<file path="src/rtl/gcd_pkg.sv">
// gcd_pkg: shared types and constants for the GCD scheduler slice
package gcd_pkg;
    typedef enum logic [1:0] {IDLE, START, WAIT, DONE} sched_state_t;
    localparam int W = 8;
    localparam int MAX_N = 8;
endpackage

</file>
<file path="src/rtl/nwd.sv">
// nwd: iterative subtract/swap GCD core with start/ready handshake; never finishes on a zero operand
module nwd
    import gcd_pkg::*;
(
    input  logic         clk,
    input  logic         nrst,
    input  logic         start,
    input  logic [W-1:0] a,
    input  logic [W-1:0] b,
    output logic         ready,
    output logic [W-1:0] out
);
    logic [W-1:0] x, y;
    assign out = x;
    // one step per cycle: subtract the smaller, swap when out of order, finish when equal
    always_ff @(posedge clk or negedge nrst)
        if (!nrst) begin
            x <= '0;
            y <= '0;
            ready <= 1'b0;
        end else if (start) begin
            x <= a;
            y <= b;
            ready <= 1'b0;
        end else if (!ready) begin
            if (x == y) ready <= 1'b1;
            else if (x < y) begin
                x <= y;
                y <= x;
            end else x <= x - y;
        end
endmodule

</file>
<file path="src/rtl/rr_arbiter.sv">
// rr_arbiter: picks the first asserted request at or after ptr, wrapping around
module rr_arbiter #(
    parameter int N = 4
) (
    input  logic [N-1:0]         req,
    input  logic [$clog2(N)-1:0] ptr,
    output logic [$clog2(N)-1:0] idx,
    output logic                 any
);
    localparam int IW = $clog2(N);
    logic [IW-1:0] j;
    assign any = |req;
    // scan from the farthest slot back to ptr so the nearest asserted one wins
    always_comb begin
        idx = '0;
        j = '0;
        for (int k = N - 1; k >= 0; k--) begin
            j = IW'((int'(ptr) + k) % N);
            idx = req[j] ? j : idx;
        end
    end
endmodule

</file>
<file path="src/rtl/gcd_sched.sv">
// gcd_sched: round-robin sharing of one nwd core among N requesters, with zero-operand bypass
module gcd_sched
    import gcd_pkg::*;
#(
    parameter int N = 4
) (
    input  logic                clk,
    input  logic                nrst,
    input  logic [N-1:0]        req,
    input  logic [N-1:0][W-1:0] op_a,
    input  logic [N-1:0][W-1:0] op_b,
    output logic [N-1:0]        gnt,
    output logic [N-1:0]        done,
    output logic [W-1:0]        result,
    output logic                busy
);
    localparam int IW = $clog2(N);
    sched_state_t state;
    logic [IW-1:0] ptr, idx_q, arb_idx;
    logic [W-1:0] a_q, b_q, core_out;
    logic arb_any, core_start, core_ready;
    assign core_start = state == START;
    assign busy = state != IDLE;
    rr_arbiter #(.N(N)) u_arb (
        .req(req),
        .ptr(ptr),
        .idx(arb_idx),
        .any(arb_any)
    );
    nwd u_core (
        .clk(clk),
        .nrst(nrst),
        .start(core_start),
        .a(a_q),
        .b(b_q),
        .ready(core_ready),
        .out(core_out)
    );
    // service sequencer: capture in IDLE, run or bypass the core, pulse done, advance ptr
    always_ff @(posedge clk or negedge nrst)
        if (!nrst) begin
            state <= IDLE;
            ptr <= '0;
            idx_q <= '0;
            a_q <= '0;
            b_q <= '0;
            gnt <= '0;
            done <= '0;
            result <= '0;
        end else begin
            gnt <= '0;
            done <= '0;
            case (state)
                IDLE:
                    if (arb_any) begin
                        idx_q <= arb_idx;
                        a_q <= op_a[arb_idx];
                        b_q <= op_b[arb_idx];
                        gnt <= N'(1) << arb_idx;
                        if (op_a[arb_idx] == '0 || op_b[arb_idx] == '0) begin
                            result <= op_a[arb_idx] | op_b[arb_idx];
                            done <= N'(1) << arb_idx;
                            state <= DONE;
                        end else state <= START;
                    end
                START: state <= WAIT;
                WAIT:
                    if (core_ready) begin
                        result <= core_out;
                        done <= N'(1) << idx_q;
                        state <= DONE;
                    end
                DONE: begin
                    ptr <= (idx_q == IW'(N - 1)) ? '0 : idx_q + 1'b1;
                    state <= IDLE;
                end
                default: state <= IDLE;
            endcase
        end
endmodule

</file>
<file path="config.mk">
export PLATFORM = sky130hd
export DESIGN_NAME = gcd_sched
export DESIGN_NICKNAME = d
export VERILOG_FILES = /design/src/rtl/gcd_pkg.sv /design/src/rtl/nwd.sv /design/src/rtl/rr_arbiter.sv /design/src/rtl/gcd_sched.sv
export SDC_FILE = /design/constraint.sdc
export NUM_CORES = 1
export LEC_CHECK = 0
export CAP_MARGIN = 0
export CORE_ASPECT_RATIO = 0.6
export CORE_MARGIN = 2
export CORE_UTILIZATION = 40
export DETAILED_ROUTE_END_ITERATION = 8
export PLACE_DENSITY = 0.69
export SLEW_MARGIN = 20
export SYNTH_ARGS = -nofsm -noshare
export SYNTH_HDL_FRONTEND = slang
export SYNTH_SLANG_ARGS = --single-unit
</file>
<file path="constraint.sdc">
create_clock -name clk -period 2.8 [get_ports clk]
set_clock_uncertainty 0.05 [all_clocks]
set_input_delay 0.56 -clock clk [delete_from_list [all_inputs] [get_ports clk]]
set_output_delay 0.56 -clock clk [all_outputs]
set_load 0.05 [all_outputs]
</file>
-- Yosys cells after proc, flatten, opt, wreduce, memory -nomap -nowiden
Cells that the tools add are included.
- memories kept: 0
- memory bits (writable): 0
- bits in registers: 55
- memory bits (read-only): 0
- latch bits: 0
- input bits: 70
- magnitude comparators: 6
- divide/modulo/power cells: 0
- add/sub/neg operators: 5
- multiplexer cells: 42
- multiply operators: 0
- bitwise logic cells: 1
- equality and inequality tests: 10
- reduce and logical (&&, ||, !) cells: 13
- shifts and indexed selects: 2
- operator list (operator ; number):
    $mux 8 ; 13
    $bmux 8 s2 ; 2
    $mux 4 ; 5
    $logic_not 8->1 ; 2
    $mux 2 ; 8
    $pmux 8 s2 ; 1
    $lt 2x3->1 const B ; 5
    $bmux 1 s2 ; 4
    $eq 8x8->1 ; 1
    $lt 8x8->1 ; 1
    $ne 2x2->1 const B ; 4
    $or 8x8->8 ; 1
    $pmux 2 s4 ; 1
    $pmux 4 s2 ; 1
    $shl 1x2->4 const A ; 2
    $sub 8x8->8 ; 1
    $mux 1 ; 7
    $eq 2x2->1 const B ; 3
    $reduce_and 2->1 ; 3
    $reduce_bool 2->1 ; 3
    $add 2x1->2 const B ; 2
    $add 2x2->2 const B ; 2
    $reduce_and 4->1 ; 1
    $reduce_or 4->1 ; 1
    5 further kinds ; 5

-- Longest topological paths before layout
Gate-level depths: netlist (run 1).
- depth in word-level cells: 14
- depth in mapped cells: 13
- mapped depth without buffers: 11

-- By module
From an unflattened synthesis (run 1), not the netlist that was laid out.
- cell total of the unflattened synthesis: 335
- area, all modules: 3595.9 µm²
- by module, submodules not included (module ; sequential area each (µm²) ; times used ; area an instance (µm²) ; cells each):
    gcd_sched ; 950.9 ; 1 ; 2167.1 ; 160
    nwd ; 425.4 ; 1 ; 1351.3 ; 162
    rr_arbiter ; 0.0 ; 1 ; 77.6 ; 13

-- Least setup slack after synthesis (run 1)
OpenSTA, ideal clock, no wires.
- path kind: register to register
- start: reg u_core.x[5] (netlist: u_core.out[5])
- end: reg u_core.y[4]
- data arrival time: 2.339 ns
- stages on the path, launching flop included: 11
- setup time: 0.132 ns
- buffers on the path: 2
- setup slack: 0.279 ns
- period minus slack after synthesis: 2.521 ns
- required time: 2.618 ns
- path through: dfrtp_1 ha_1 a21o_1 a21o_1 a211oi_1 and2_1 buf_2 buf_2 nor2_1 a21oi_1 o21ai_1
- longest elaborated chain between the ends: 3
- RTL lines (what ; RTL line ; text):
    start: declaration ; nwd.sv:13 ; logic [W-1:0] x, y;
    start signal: assignment ; nwd.sv:28 ; x <= y;
    start signal: assignment ; nwd.sv:30 ; end else x <= x - y;
    $lt 8x8->1 / $eq 8x8->1 (equally long branches) ; nwd.sv:27, nwd.sv:26 ;
    $reduce_bool 2->1 (no line) / $ne 2x2->1 (equally long branches) ; - ;
    $reduce_and 3->1 (no line) (*) ; - ;
    end signal: assignment ; nwd.sv:19 ; y <= '0;
    end signal: assignment ; nwd.sv:23 ; y <= b;
    end signal: assignment ; nwd.sv:29 ; y <= x;
    end: declaration ; nwd.sv:13 ;
Every way passes the cells marked *; elsewhere a longest branch is shown, timed or not.
A chain may end at the register's enable or synchronous reset.

-- Final worst setup path (run 1)
- start: in req[2]
- end: reg result[3]
- longest elaborated chain between the ends: 12
- RTL lines (what ; RTL line ; text):
    start: declaration ; gcd_sched.sv:9 ; input logic [N-1:0] req,
    $bmux 1 s2 ; rr_arbiter.sv:19 ; idx = req[j] ? j : idx;
    $mux 1 (not written as such) ; rr_arbiter.sv:19 ;
    $mux 2 (4 in a row) ; rr_arbiter.sv:19 ;
    $bmux 8 s2 ; gcd_sched.sv:60, gcd_sched.sv:61 ;
    $mux 8 (not written as such) ; gcd_sched.sv:60, gcd_sched.sv:61 ;
    $logic_not 8->1 / $or 8x8->8 (equally long branches) ; gcd_sched.sv:60, gcd_sched.sv:61 ;
    $logic_or 1x1->1 / $mux 8 (equally long branches) ; gcd_sched.sv:60 ; if (op_a[arb_idx] == '0 || op_b[arb_idx] == '0) begin
    $ne 2x2->1 (no line) / $mux 8 (equally long branches) ; - ;
    $reduce_and 4->1 (no line) / $pmux 8 s2 (equally long branches) ; - ;
    end signal: assignment ; gcd_sched.sv:61 ; result <= op_a[arb_idx] | op_b[arb_idx];
    end signal: assignment ; gcd_sched.sv:69 ; result <= core_out;
    end: declaration ; gcd_sched.sv:14 ; output logic [W-1:0] result,
Parallel ways exist; a longest one is shown, timed or not. The select of a mux whose other input is x is not followed.

==> metrics.txt, run 1 <==
detail-routed via count per cell=about 5.6; fin cells=740; FILL cells=831; Clk Latency, worst-skew pair=approximately 300 ps; critical path's top delay family=buffers and inverters; Cell variety after synth=53; Crit. End Element=flip-flop; max cap viols=0; number of global-route vias before repair=about 3,800; Post-Route Utilization=0.595; final antenna-violating net count=0; # setup viols final=0; CTS clk-pin slew, worst paths=~80 ps; Synth Instances=about 480; global-route wire length before repair=~19,000 µm; Tightest Pin Transition=approximately 610 ps; CTS tree=done; Die W=132 µm; Port Buffers=86; Starting Density=0.419; share of layout cells above drive strength 1=0.195; Min Hold Slack=between 200 and 250 ps; Ant. Diodes=0; CP required=between 2000 and 3000 ps; EDFF count, synth=0; Pwr Density=around 1100 nW/µm²; worst-path cell chain=dlygate4sd2_1, nor2b_4, a221oi_4, buf_4, clkbuf_16, o21ai_0, nand3_1, a22oi_2, and4_4, buf_4, o211ai_1, o211ai_2; Post-Syn Area=3910 µm²; flops & latches, synth=55; endpoints failing hold=0; drt pass-1 iters=5; DR WL/cell=16.6 µm; most common cell after layout, fill and taps aside=clkdlybuf4s50_1; CP max stage cell=dlygate4sd2_1; Pleak=about 0.0025 µW; HP Class=primary input to async pin; CP peak stage delay=310 ps; final worst path period need=around 2600 ps; root buffer cell=clkbuf_16; via count=slightly above 4,000; DIE AREA=~11,000 µm²; Seq/Total Area, Yosys=0.352; Synth Warn #=0; Ports=87; DP HPWL=between 9000 and 10,000 µm; Placed Cells=~730; highest-count cells in the layout ignoring fill and taps=clkdlybuf4s50_1 (80), nand2_1 (78), buf_4 (63); Die H=roughly 80 µm; Post-CTS Hold Buffers=0; Row Count=27; max-slew violation count=0; Inserted Clock Buffers=5; Rel. slew slack=0.593; Max Clk Rate=approximately 380 MHz; clock sinks=55; clk buf depth=2; GP Congestion=between 0.9 and 1; area grow syn2layout=41.7%; crit path kind=primary input to flip-flop; drt total wl=12,300 µm; grt ovf=0; pin count of the biggest net entering global routing=34; Post-route DRC=0; H-tree depth=2; Syn Nets=about 570; Initial DRC Count=320; outcome=completed; CP max FO=15; Max VDD drop=0.492 mV; nets=just under 700; area of the core=just over 9000 µm²; synthesized area per cell=around 8 µm²; WP data arrival=about 2800 ps; Startpoint Class=primary input; crit share post-route=0.945; Most common cell on crit path=buf_4; crit path buf inv count=4; Post-Layout Inst Area=roughly 5500 µm²; total track usage=0.230; top_reg_cell synth=dfrtp_1; Pwr Total=~6200 µW; placed inst area=approximately 5300 µm²; initial antenna violation count=0; RSZ-0062 raised after global routing=false; asr flop ratio synth=1.00
## logic make-up (layout without fill, tap and decap cells)
kind of cell               after synthesis  in the layout  share of synthesized area
muxes                                    3              3                    0.00800
xor gates and xnor gates                 2              2                    0.00448
buffers and inverters                   51            182                     0.0701
and+or+nand+nor                        198            198                      0.250
AOI/OAI and AO/OA                      153            153                      0.259
DFF                                     55             55                      0.352
adders and majority gates               17             17                     0.0563
## state kept, by name (all words and copies together), names as in the netlist
signal and cells:
a_q 8, b_q 8, done 4, gnt 4, idx_q 2, ptr 2
result 8, state 2, u_core.out 8, u_core.ready 1, u_core.y 8
## synthesized netlist by cell type, types with 5 or more instances
master / n / area (µm²)
o21ai_1: 13 / 65.1
inv_1: 17 / 63.8
clkbuf_1: 17 / 63.8
buf_2: 5 / 25.0
nor2b_1: 5 / 31.3
nand4_1: 10 / 62.6
nand2_1: 79 / 297
nor2_1: 20 / 75.1
nor3_1: 5 / 25.0
a21oi_1: 14 / 70.1
nand3_2: 9 / 90.1
o21ai_0: 66 / 330
nand3_1: 57 / 285
dfrtp_1: 55 / 1380
o211ai_2: 8 / 100
a22oi_1: 14 / 105
buf_6: 6 / 67.6
o211ai_1: 10 / 75.1
ha_1: 16 / 200
## layout make-up
type	instances	area, µm²	area share
Clock buffer	5	125	0.0226
Clock inverter	3	23.8	0.00429
Inverter	18	67.6	0.0122
Multi-Input combinational cell	373	2320	0.419
Sequential cell	55	1380	0.248
Tap cell	130	163	0.0293
Timing Repair Buffer	156	1470	0.265
## report_power, final
group	switching, µW	internal (µW)
clock network	308	337
logic	2380	1750
registers	278	1140
total	2960	3230
## worst reg2reg max path, stage by stage, from the launching register on
cell and delay [ps]:
dfrtp_1 470, inv_1 130, fa_1 450, nor2b_1 170
o21ai_1 120, a21oi_1 220, a211oi_1 70, buf_4 190
and2_1 170, buf_4 190, a21oi_1 190, o21ai_1 70
## stage by stage
stage / TNS (ps) / worst slack (ps)
after floorplan: 0 / 279
after global placement: -4510 / -366
after detailed placement: -5500 / -459
after CTS: 0 / 4.26
after global routing: 0 / 40.5
final: 0 / 154
## routing by layer
layer  vias up  part of all wire  track usage
met5         -                 0            0
met4         0            0.0085       0.0337
met3        13             0.073       0.0486
met2       157              0.42        0.350
met1      1957              0.50        0.342
li1       1991                 -            -
## final timing paths
kind	slack (ps)	depth (start not counted)	startpoint	endpoint
worst max-delay path	150	12	req[2]	result[3]
worst min-delay path	210	1	nrst	done[2]
worst max register to register	180	11	u_core.out[1]	u_core.y[2]
worst min register to register	430	2	b_q[3]	b_q[3]
max in group asynchronous	1820	2	nrst	result[6]
min in group clk	430	2	b_q[3]	b_q[3]
## what timing repair did
item                                   4_1_cts  5_1_grt
gates resized for setup                      8       26
setup endpoints to repair                   13       23
gates cloned                                 0        2
setup buffers                                0        2
endpoints found under the hold margin        0        0
pin swaps                                    1        6
Power figures use the tool's default switching activity.
==> run 2: changes to the inputs <==
--- a/config.mk
+++ b/config.mk
@@ -9,8 +9,9 @@
 export CORE_ASPECT_RATIO = 0.6
 export CORE_MARGIN = 2
 export CORE_UTILIZATION = 40
+export CTS_CLUSTER_DIAMETER = 50
 export DETAILED_ROUTE_END_ITERATION = 8
-export PLACE_DENSITY = 0.69
+export PLACE_DENSITY_LB_ADDON = 0.3
 export SLEW_MARGIN = 20
 export SYNTH_ARGS = -nofsm -noshare
 export SYNTH_HDL_FRONTEND = slang
==> constraint.sdc (replaced) <==
create_clock -name clk -period 2.6 [get_ports clk]
set_clock_uncertainty 0.05 [all_clocks]
set_input_delay 0.52 -clock clk [delete_from_list [all_inputs] [get_ports clk]]
set_output_delay 0.52 -clock clk [all_outputs]
set_load 0.05 [all_outputs]
==> run 2 against run 1 <==
Sequential share of layout area shrank 0.32 points. Worst setup slack lost 41 ps. Non-clock buffer count grew 7. Largest cell class unchanged. Die area is the same. Cell count grew 1.1%. Global-route usage grew 1.1 points. Critical path type unchanged. Critical path depth shrank 1. Combinational power grew 15%. Via count grew 0.44%.
==> metrics.txt, run 2 (synthesis gave the netlist of run 1 again) <==
drt pass-1 iters=5 (unchanged); WP data arrival=2670 ps (was 2820 ps); pin count of the biggest net entering global routing=34 (unchanged); Starting Density=0.419 (unchanged); Ports=87 (unchanged); Max VDD drop=0.504 mV (was 0.492 mV); DIE AREA=10,600 µm² (unchanged); max-slew violation count=0 (unchanged); HP Class=primary input to async pin (unchanged); Port Buffers=86 (unchanged); DR WL/cell=16.3 µm (was 16.6 µm); Crit. End Element=flip-flop (unchanged); Min Hold Slack=150 ps (was 211 ps); global-route wire length before repair=20,200 µm (was 19,400 µm); GP Congestion=0.854 (was 0.908); Tightest Pin Transition=672 ps (was 611 ps); CP peak stage delay=430 ps (was 310 ps); final worst path period need=2490 ps; share of layout cells above drive strength 1=0.215 (was 0.195); Row Count=27 (unchanged); CTS clk-pin slew, worst paths=80 ps (about the same); Die H=80.6 µm (unchanged); CP max FO=24 (was 15); clk buf depth=2 (unchanged); CP max stage cell=a221o_2 (was dlygate4sd2_1); root buffer cell=clkbuf_16 (unchanged); outcome=completed (unchanged); clock sinks=55 (unchanged); initial antenna violation count=0 (unchanged); drt total wl=12,200 µm (was 12,300 µm); crit path kind=primary input to flip-flop (unchanged); critical path's top delay family=compound AO/OA/AOI/OAI gates (was buffers and inverters); # setup viols final=0 (unchanged); area grow syn2layout=43.7% (was 41.7%); worst-path cell chain=dlygate4sd2_1, nand2_2, a221o_2, buf_12, nand3_1, nand3_1, a22oi_2, and4_4, buf_4, o211ai_1, o211ai_2 (was dlygate4sd2_1, nor2b_4, a221oi_4, buf_4, clkbuf_16, o21ai_0, nand3_1, a22oi_2, and4_4, buf_4, o211ai_1, o211ai_2); nets=704 (was 696); Max Clk Rate=~400 MHz; detail-routed via count per cell=5.53 (was 5.56); CTS tree=done (unchanged); Post-route DRC=0 (unchanged); total track usage=0.242 (was 0.230); Initial DRC Count=351 (was 320); grt ovf=0 (unchanged); crit path buf inv count=3 (was 4); highest-count cells in the layout ignoring fill and taps=clkdlybuf4s50_1 (80), nand2_1 (78), buf_4 (68) (was clkdlybuf4s50_1 (80), nand2_1 (78), buf_4 (63)); Pwr Density=1230 nW/µm² (was 1120 nW/µm²); max cap viols=0 (unchanged); Inserted Clock Buffers=5 (unchanged); area of the core=9320 µm² (unchanged); Setup WS post-layout=113 ps (was 154 ps); Ant. Diodes=0 (unchanged); H-tree depth=2 (unchanged); FILL cells=817 (was 831); crit share post-route=0.957; via count=4,136 (was 4,118); DP HPWL=9290 µm (was 9380 µm); Startpoint Class=primary input (unchanged); Post-CTS Hold Buffers=0 (unchanged); Rel. slew slack=0.551 (was 0.593); number of global-route vias before repair=3,864 (was 3,796); Die W=132 µm (unchanged); Setup Slack @ Placement=-605 ps (was -459 ps); Pleak=0.00249 µW (was 0.00246 µW); Most common cell on crit path=nand3_1 (was buf_4); most common cell after layout, fill and taps aside=clkdlybuf4s50_1 (unchanged); endpoints failing hold=0 (unchanged); Clk Latency, worst-skew pair=310 ps (was 300 ps); CP required=2780 ps (was 2980 ps); Post-Route Utilization=0.603 (was 0.595); final antenna-violating net count=0 (unchanged)
[run 2: routing by layer]
layer  wire [µm]  vias to the layer above  track usage
met3         751                       10       0.0429
met1        6160                     1977        0.365
met2        5220                      139        0.364
met4          85                        0       0.0380
met5           0                        -            0
li1            -                     2010            -
[run 2: timing repair]
item | CTS | global route
buffers inserted | 2 | 5
gates cloned | 2 | 1
resized for setup | 17 | 22
pin swaps | 7 | 8
hold endpoints to repair | 0 | 0
setup endpoints to repair | 13 | 28
[run 2: path summary, 6_finish.rpt]
| path | from | to | slack [ps] | depth (start not counted) |
|---|---|---|---|---|
| max | req[0] | result[5] | 110 | 11 |
| min | nrst | gnt[3] | 150 | 1 |
| max reg2reg | ptr[1] | result[5] | 130 | 10 |
| min reg2reg | b_q[2] | u_core.y[2] | 430 | 2 |
| max in group asynchronous | nrst | b_q[2] | 1760 | 2 |
| min in group clk | b_q[2] | u_core.y[2] | 430 | 2 |
[run 2: final cells by class]
type,instances,area (µm²),area share
repair buffers,163,1520,0.271
flip-flops and latches,55,1380,0.245
multi-input cells,374,2340,0.417
clock buffers,5,125,0.0223
well taps,130,163,0.0289
inverters,18,67.6,0.0120
clock inverters,3,22.5,0.00401
[run 2: through the flow]
stage | TNS, ps | std cells | total power [µW] | cell area [µm²]
global placement | -6760 | 730 | 5740 | 5310
detailed placement | -7620 | 730 | 5860 | 5310
finish | 0 | 748 | 6940 | 5620
CTS | 0 | 742 | 6670 | 5540
floorplan | 0 | 479 | 4270 | 3910
global route | -372 | 748 | 7530 | 5620
[run 2: power breakdown]
| group | leakage, µW | switching, µW | total (µW) | internal (µW) |
|---|---|---|---|---|
| Combinational | 0.00172 | 2650 | 4730 | 2080 |
| Clock | 0.0000742 | 349 | 711 | 362 |
| Sequential | 0.000700 | 270 | 1500 | 1230 |
| Total | 0.00249 | 3270 | 6940 | 3670 |
